<file path="src/rtl/decode_layer_scheduler_pkg.sv">
// Shared decoder constants: layer/iteration defaults and scheduler state encoding.
// MAX_ITER comes from the decoder-wide macro so every block agrees on it.
`ifndef MAX_ITER
`define MAX_ITER 10
`endif

package decode_layer_scheduler_pkg;

  localparam int LAYER_NUM_DEF = 3;
  localparam int MAX_ITER_DEF  = `MAX_ITER;

  typedef logic [2:0] sched_state_t;

  localparam sched_state_t ST_IDLE      = 3'd0;
  localparam sched_state_t ST_START     = 3'd1;
  localparam sched_state_t ST_LAYER_RUN = 3'd2;
  localparam sched_state_t ST_SYN_WAIT  = 3'd3;
  localparam sched_state_t ST_NEXT      = 3'd4;
  localparam sched_state_t ST_TERM      = 3'd5;

endpackage

</file>
<file path="src/rtl/layer_iter_counter.sv">
// Layer and iteration counters for the decode scheduler.
// Both counters saturate at their last value; clear has priority over increment.
module layer_iter_counter #(
  parameter int LAYER_NUM = 3,
  parameter int MAX_ITER  = 10,
  parameter int LW        = $clog2(LAYER_NUM),
  parameter int IW        = $clog2(MAX_ITER + 1)
) (
  input  logic          read_clk,
  input  logic          rstn,
  input  logic          layer_inc,
  input  logic          layer_clear,
  input  logic          iter_inc,
  input  logic          iter_clear,
  output logic [LW-1:0] layer_idx,
  output logic [IW-1:0] iter_idx,
  output logic          layer_last,
  output logic          iter_last
);

  localparam logic [LW-1:0] LAYER_LAST = LW'(LAYER_NUM - 1);
  localparam logic [IW-1:0] ITER_LAST  = IW'(MAX_ITER - 1);

  assign layer_last = (layer_idx == LAYER_LAST);
  assign iter_last  = (iter_idx == ITER_LAST);

  // Layer counter: steps through the layers of one iteration, never past the last one
  always_ff @(posedge read_clk or negedge rstn) begin
    if (!rstn) begin
      layer_idx <= '0;
    end else if (layer_clear) begin
      layer_idx <= '0;
    end else if (layer_inc && !layer_last) begin
      layer_idx <= layer_idx + 1'b1;
    end
  end

  // Iteration counter: 0-based, holds at the final iteration instead of wrapping
  always_ff @(posedge read_clk or negedge rstn) begin
    if (!rstn) begin
      iter_idx <= '0;
    end else if (iter_clear) begin
      iter_idx <= '0;
    end else if (iter_inc && !iter_last) begin
      iter_idx <= iter_idx + 1'b1;
    end
  end

endmodule

</file>
<file path="src/rtl/decode_layer_scheduler.sv">
// Layered-decoder scheduler: sequences layers and iterations for one frame,
// tracks the outstanding VNU update, and decides when decoding terminates.
module decode_layer_scheduler
  import decode_layer_scheduler_pkg::*;
#(
  parameter int LAYER_NUM = LAYER_NUM_DEF,
  parameter int MAX_ITER  = MAX_ITER_DEF,
  parameter int LW        = $clog2(LAYER_NUM),
  parameter int IW        = $clog2(MAX_ITER + 1)
) (
  input  logic          read_clk,
  input  logic          rstn,
  input  logic          frame_valid,
  output logic          frame_ack,
  input  logic          decode_abort,
  input  logic          c2v_wb_done,
  input  logic          vnu_wb_done,
  input  logic          syndrome_valid,
  input  logic          syndrome_zero,
  output logic          fsm_en,
  output logic          layer_finish,
  output logic          vnu_update_pend,
  output logic          termination,
  output logic [LW-1:0] layer_idx,
  output logic [IW-1:0] iter_idx,
  output logic          decode_done,
  output logic          decode_success
);

  sched_state_t state;
  sched_state_t state_nxt;

  logic success_q;
  logic layer_last;
  logic iter_last;

  logic accept;
  logic abort;
  logic c2v_run;
  logic syn_hit;
  logic syn_term;
  logic syn_next;

  logic layer_inc;
  logic layer_clear;
  logic iter_inc;
  logic iter_clear;

  // Abort outranks every other event; a frame is only taken while idle.
  assign accept   = (state == ST_IDLE) && frame_valid;
  assign abort    = (state != ST_IDLE) && decode_abort;
  assign c2v_run  = (state == ST_LAYER_RUN) && c2v_wb_done && !abort;
  assign syn_hit  = (state == ST_SYN_WAIT) && !vnu_update_pend && syndrome_valid && !abort;
  assign syn_term = syn_hit && (syndrome_zero || iter_last);
  assign syn_next = syn_hit && !(syndrome_zero || iter_last);

  assign layer_inc   = c2v_run && !layer_last;
  assign layer_clear = accept || ((state == ST_NEXT) && !abort);
  assign iter_inc    = (state == ST_NEXT) && !abort;
  assign iter_clear  = accept;

  layer_iter_counter #(
    .LAYER_NUM (LAYER_NUM),
    .MAX_ITER  (MAX_ITER),
    .LW        (LW),
    .IW        (IW)
  ) u_counter (
    .read_clk    (read_clk),
    .rstn        (rstn),
    .layer_inc   (layer_inc),
    .layer_clear (layer_clear),
    .iter_inc    (iter_inc),
    .iter_clear  (iter_clear),
    .layer_idx   (layer_idx),
    .iter_idx    (iter_idx),
    .layer_last  (layer_last),
    .iter_last   (iter_last)
  );

  // Next-state decision; TERM always returns to IDLE so one frame yields one termination
  always_comb begin
    state_nxt = state;
    case (state)
      ST_IDLE:      if (frame_valid) state_nxt = ST_START;
      ST_START:     state_nxt = abort ? ST_TERM : ST_LAYER_RUN;
      ST_LAYER_RUN: begin
        if (abort)                       state_nxt = ST_TERM;
        else if (c2v_run && layer_last)  state_nxt = ST_SYN_WAIT;
      end
      ST_SYN_WAIT: begin
        if (abort)         state_nxt = ST_TERM;
        else if (syn_term) state_nxt = ST_TERM;
        else if (syn_next) state_nxt = ST_NEXT;
      end
      ST_NEXT:      state_nxt = abort ? ST_TERM : ST_LAYER_RUN;
      ST_TERM:      state_nxt = ST_IDLE;
      default:      state_nxt = ST_IDLE;
    endcase
  end

  // State register
  always_ff @(posedge read_clk or negedge rstn) begin
    if (!rstn) state <= ST_IDLE;
    else       state <= state_nxt;
  end

  // Registered one-cycle pulses: frame acceptance and layer handover to the CNU control
  always_ff @(posedge read_clk or negedge rstn) begin
    if (!rstn) begin
      frame_ack    <= 1'b0;
      layer_finish <= 1'b0;
    end else begin
      frame_ack    <= accept;
      layer_finish <= layer_inc || syn_next;
    end
  end

  // Outstanding VNU update: a new C2V write-back wins over a same-cycle VNU completion
  always_ff @(posedge read_clk or negedge rstn) begin
    if (!rstn) begin
      vnu_update_pend <= 1'b0;
    end else if (state == ST_TERM) begin
      vnu_update_pend <= 1'b0;
    end else if (c2v_run) begin
      vnu_update_pend <= 1'b1;
    end else if (vnu_wb_done) begin
      vnu_update_pend <= 1'b0;
    end
  end

  // Latched syndrome outcome reported at termination; an abort forces failure
  always_ff @(posedge read_clk or negedge rstn) begin
    if (!rstn) begin
      success_q <= 1'b0;
    end else if (accept || abort) begin
      success_q <= 1'b0;
    end else if (syn_hit) begin
      success_q <= syndrome_zero;
    end
  end

  assign fsm_en         = (state != ST_IDLE);
  assign termination    = (state == ST_TERM);
  assign decode_done    = termination;
  assign decode_success = termination && success_q;

endmodule

</file>
<file path="config.mk">
export PLATFORM = sky130hd
export DESIGN_NAME = decode_layer_scheduler
export DESIGN_NICKNAME = d
export VERILOG_FILES = /design/src/rtl/decode_layer_scheduler_pkg.sv /design/src/rtl/layer_iter_counter.sv /design/src/rtl/decode_layer_scheduler.sv
export SDC_FILE = /design/constraint.sdc
export NUM_CORES = 1
export LEC_CHECK = 0
export ABC_CLOCK_PERIOD_IN_PS = 1700
export BUFFER_PORTS_ARGS = -buffer_cell sky130_fd_sc_hd__buf_4
export CAP_MARGIN = 20
export CORE_AREA = 2 2 49 51
export DETAILED_ROUTE_END_ITERATION = 10
export DIE_AREA = 0 0 51 53
export SYNTH_ARGS = -nofsm -noshare
export SYNTH_HDL_FRONTEND = slang
export SYNTH_SLANG_ARGS = --single-unit
</file>
<file path="constraint.sdc">
create_clock -name read_clk -period 1.7 [get_ports read_clk]
set_clock_uncertainty 0.2 [all_clocks]
set_input_delay 0.34 -clock read_clk [delete_from_list [all_inputs] [get_ports read_clk]]
set_output_delay 0.34 -clock read_clk [all_outputs]
set_load 0.01 [all_outputs]
</file>
-- After elaboration in Yosys (flattened, before gate mapping)
Index checks and enable logic that the tools add are counted.
- add/sub/neg operators: 2
- eq/ne operators: 10
- muxes and demuxes: 17
- reductions and logical operators: 32
- operator list (operator ; count):
    $mux W3 ; 7
    $logic_and A1 B1 Y1 ; 15
    $pmux W3 S4 ; 1
    $mux W4 ; 2
    $eq A3 B2 Y1 const B ; 2
    $eq A3 B3 Y1 const B ; 2
    $reduce_bool A2 Y1 ; 3
    $reduce_bool A3 Y1 ; 2
    $logic_not A1 Y1 ; 5
    $mux W1 ; 5
    $add A4 B1 Y4 const B ; 1
    $eq A4 B4 Y1 const B ; 1
    $logic_or A1 B1 Y1 ; 4
    $mux W2 ; 2
    $ne A4 B4 Y1 const B ; 1
    $eq A3 B1 Y1 const B ; 1
    $logic_not A3 Y1 ; 1
    $ne A3 B2 Y1 const B ; 1
    $reduce_and A3 Y1 ; 1
    $add A2 B1 Y2 const B ; 1
    $eq A2 B2 Y1 const B ; 1
    $ne A2 B2 Y1 const B ; 1
    $reduce_or A2 Y1 ; 1
- register bits after elaboration: 13
- bits of input ports: 8
- output and inout port bits: 13
- logic and storage cells: 68

-- Depth between registers and ports, before layout
- depth in word-level cells: 9
- depth in mapped cells: 5
- gate-level depth less buffers: 5

-- Cells and area by module
From an unflattened synthesis, not the netlist that was laid out.
- cells, all modules: 83
- area total of the unflattened synthesis: 783.3 um^2
- by module, submodules not included (module ; times used ; cells each ; area an instance (um^2) ; sequential area each (um^2)):
    decode_layer_scheduler ; 1 ; 50 ; 449.2 ; 175.2
    layer_iter_counter ; 1 ; 33 ; 334.1 ; 150.1

-- Least setup slack after synthesis
Ideal clock, no wire load.
- path kind: flip-flop to output port
- start point: reg state[0]
- end point: out decode_success
- arrival time: 1.354 ns
- required time: 1.160 ns
- path slack: -0.194 ns
- stages on the path, launching flop included: 4
- buffers on the path: 1
- path through: dfrtp_1 clkbuf_1 nor3b_1 and2_1
- cells in the longest elaborated chain, start to end: 2
- ends and longest elaborated chain (item ; line ; source):
    start, declared ; decode_layer_scheduler.sv:30 ; sched_state_t state;
    start signal, assigned ; decode_layer_scheduler.sv:104 ; else state <= state_nxt;
    $eq A3 B3 Y1 ; decode_layer_scheduler.sv:143 ; assign termination = (state == ST_TERM);
    via decode_done ; decode_layer_scheduler.sv:26 ; output logic decode_done,
    $logic_and A1 B1 Y1 ; decode_layer_scheduler.sv:145 ; assign decode_success = termination && success_q;
    end, declared ; decode_layer_scheduler.sv:27 ; output logic decode_success
The timed path passes the listed nets, and every way through them passes these cells.

-- Worst setup path after layout
- start point: reg state[2]
- end point: out fsm_en
- cells in the longest elaborated chain, start to end: 1
- ends and longest elaborated chain (item ; line ; source):
    $reduce_bool A3 Y1 ; decode_layer_scheduler.sv:142 ; assign fsm_en = (state != ST_IDLE);
    end, declared ; decode_layer_scheduler.sv:20 ; output logic fsm_en,
No other way between the ends.

==> results.toml <==
[synthesis]
synth_top_cell_by_area = "dfrtp_1"
synth-seq-cells = 13
synth_top_area_share_pct = 39.9
synthesis.area_sq_um = 816
synth_cell_type_count = 37
synthFlopType = "dfrtp_1"
syn_avg_cell_area_sq_um = 9.38
yosysSeqAreaShare_pct = 39.9
syn_nets = 98
synth-edff-count = 0
synth.area.top_cells = "dfrtp_1 (40%), mux2i_1 (4.9%), ha_1 (4.6%)"
ys_warn_count = 0
async_reset_ff_share_pct = 100
synthCells = 87

[global_route]
grt_pass1_vias = 797
grt_remaining_overflow = 0
grtUsageTotal_pct = 17.8
antenna_found_initial = 0
grt_pass1_wl_um = 3560
grt_max_degree = 14

[worst_setup_path]
start_kind = "register"
critPathSlowestCell = "dfrtp_2"
crit_path_frequent_cell = "buf_6"
critPathRequiredTime_ns = 1.16
critPathMaxStageDelay_ns = 0.45
critical_path.max_fanout = 4
end_kind = "primary output"
path_cells = "buf_6, or3_4, buf_6"
critPathKind = "reg -> out"
crit_arrival_ns = 1.37

[status]
run_status = "finished with violations"
violations = "negative setup slack"

[layout]
final_area_sq_mm = 0.00132
fin_nets = 139
area_delta_synth_final_pct = 61.8
final_common_cell = "buf_4"
final_cell_mix = "buf_4 (29), buf_6 (12), dfrtp_1 (11)"
drive_above_1_share_pct = 51.2
antenna_cells = 0
fill_cells = 172

[sta]
worst_slack_ns = -0.212
hold_viol = 0
max_freq_mhz = 523
setup_viol = 8
fin_crit_sh_pct = 112
rsz0062_at_grt = "true"
period_minus_slack_ns = 1.91
worstMarginPinSlew_ns = 0.444
drv_slew = 0
max_slew_margin_pct = 70.1

[job]
maxCapViolCount = 0

[pwr]
irDropWorstVdd_uv = 915
power_frac_seq_pct = 26.0
total_power_uw = 1930
switchingPower_uw = 750
power.internal_uw = 1180
p_leak_uw = 0.000645
powerDensity_mw_per_mm2 = 1470
swShare_pct = 38.8
p_comb_share_pct = 63.3
p_clk_share_pct = 10.7

[cts]
cts.sink_count = 13
numCtsBuffers = 3
cts-root-buf = "clkbuf_4"
clk_path_buf_depth = 2
insertion_delay_ns = 0.29
htreeDepth = 1
cts_tree = "done"
clk_pin_slew_ns = 0.10

[detailed_routing]
vias = 796
viasPerCell = 5.14
drtIter0Drc = 19
dr.pass1.iters = 4
drt_wl_total_um = 2180
ant_nets = 0
routedWlPerCell_um = 14.0
drc = 0

[floorplan]
num_rows = 17
fp.coreArea_sq_mm = 0.00215
fp.dieH_um = 53
dieArea_sq_mm = 0.00270
die-width_um = 51
ios = 21
start_util_pct = 38.0

[placed_design]
post-dp-hpwl_um = 1400
gp_congestion = 0.775
place_area_sq_mm = 0.00107
port_buffers = 20

[hold_path]
worst_hold_path_type = "in -> reg"
layer usage:
| layer | routed length, um | up-vias | GRT usage (%) | share of wire, % |
|---|---|---|---|---|
| met5 | 0 | - | 0 | 0 |
| met4 | 23 | 0 | 8.11 | 1.1 |
| met1 | 995 | 384 | 22.3 | 46 |
| met2 | 1100 | 14 | 30.1 | 50 |
| li1 | - | 396 | - | - |
| met3 | 61 | 2 | 2.54 | 2.8 |
cell families (layout without fill, tap and decap cells):
family,Yosys count,in the layout,synth area share (%)
buffers and inverters,11,51,5.67
DFF,13,13,39.9
and+or+nand+nor,35,35,27.1
adders and majority gates,4,4,5.83
AOI/OAI and AO/OA,20,20,16.6
muxes,4,4,4.91
path summary, 6_finish.rpt:
| check | startpoint | to | slack (ns) | depth (start not counted) |
|---|---|---|---|---|
| worst max-delay path | state[2] | fsm_en | -0.21 | 3 |
| max in group asynchronous | rstn | state[1] | 0.90 | 2 |
| worst min-delay path | decode_abort | state[1] | 0.20 | 4 |
| worst max register to register | state[2] | u_counter.layer_idx[0] | -0.19 | 4 |
| min in group asynchronous | rstn | u_counter.layer_idx[0] | 0.22 | 2 |
| worst min register to register | u_counter.iter_idx[3] | u_counter.iter_idx[3] | 0.36 | 2 |
registers in the layout, indices dropped and copies added, names as in the netlist:
register / cells
u_counter.layer_idx: 2
vnu_update_pend: 1
layer_finish: 1
u_counter.iter_idx: 4
frame_ack: 1
success_q: 1
state: 3
stage by stage:
stage / TNS [ns] / hold WS (ns) / worst slack, ns / std cells / utilization [%]
CTS: -0.876 / 0.201 / -0.191 / 154 / 58.0
floorplan: 0 / -0.156 / 0.00903 / 87 / -
global placement: -0.291 / -0.00174 / -0.0761 / 140 / 49.7
finish: -0.935 / 0.201 / -0.212 / 155 / 61.4
global route: -1.47 / 0.220 / -0.253 / 155 / 61.4
detailed placement: -0.454 / -0.00239 / -0.105 / 140 / 49.7
power by group through the flow:
stage,registers (uW),logic (uW),clock network (uW)
after CTS,497,1090,202
final,504,1220,207
after global routing,522,1320,232
after detailed placement,506,807,0
after floorplan,513,458,0
after global placement,505,795,0
cells in the mapped netlist (all sizes together) (2+ instances only):
| library cell | number |
|---|---|
| dfrtp | 13 |
| nand2 | 7 |
| a21oi | 6 |
| inv | 5 |
| clkbuf | 4 |
| mux2i | 4 |
| nand2b | 4 |
| nor2 | 4 |
| ha | 3 |
| a21o | 2 |
| buf | 2 |
| nand4 | 2 |
| nor2b | 2 |
| nor3b | 2 |
| nor4b | 2 |
| o21a | 2 |
| o21ai | 2 |
| o31ai | 2 |
| or3b | 2 |
| or4 | 2 |
final cells by class:
| type | instances | area [sq um] | share of cell area (%) |
|---|---|---|---|
| clock buffer | 4 | 26.3 | 1.99 |
| inverter | 5 | 18.8 | 1.42 |
| multi-input combinational | 63 | 549 | 41.6 |
| sequential | 13 | 328 | 24.8 |
| tap | 28 | 35.0 | 2.65 |
| timing repair buffer | 42 | 363 | 27.5 |
what timing repair did:
item,in CTS,in global routing
hold buffers,1,0
endpoints found under the setup margin,13,14
setup buffers,9,2
hold endpoints to repair,13,0
pin swaps,2,5
resized for setup,18,14
critical path: cells and delay by family (launching register included):
family | cells | cell delay (ns)
simple gates | 1 | 0.37
buf+inv | 2 | 0.26
flops | 1 | 0.45
No activity file was read; power rests on OpenSTA's default activity.
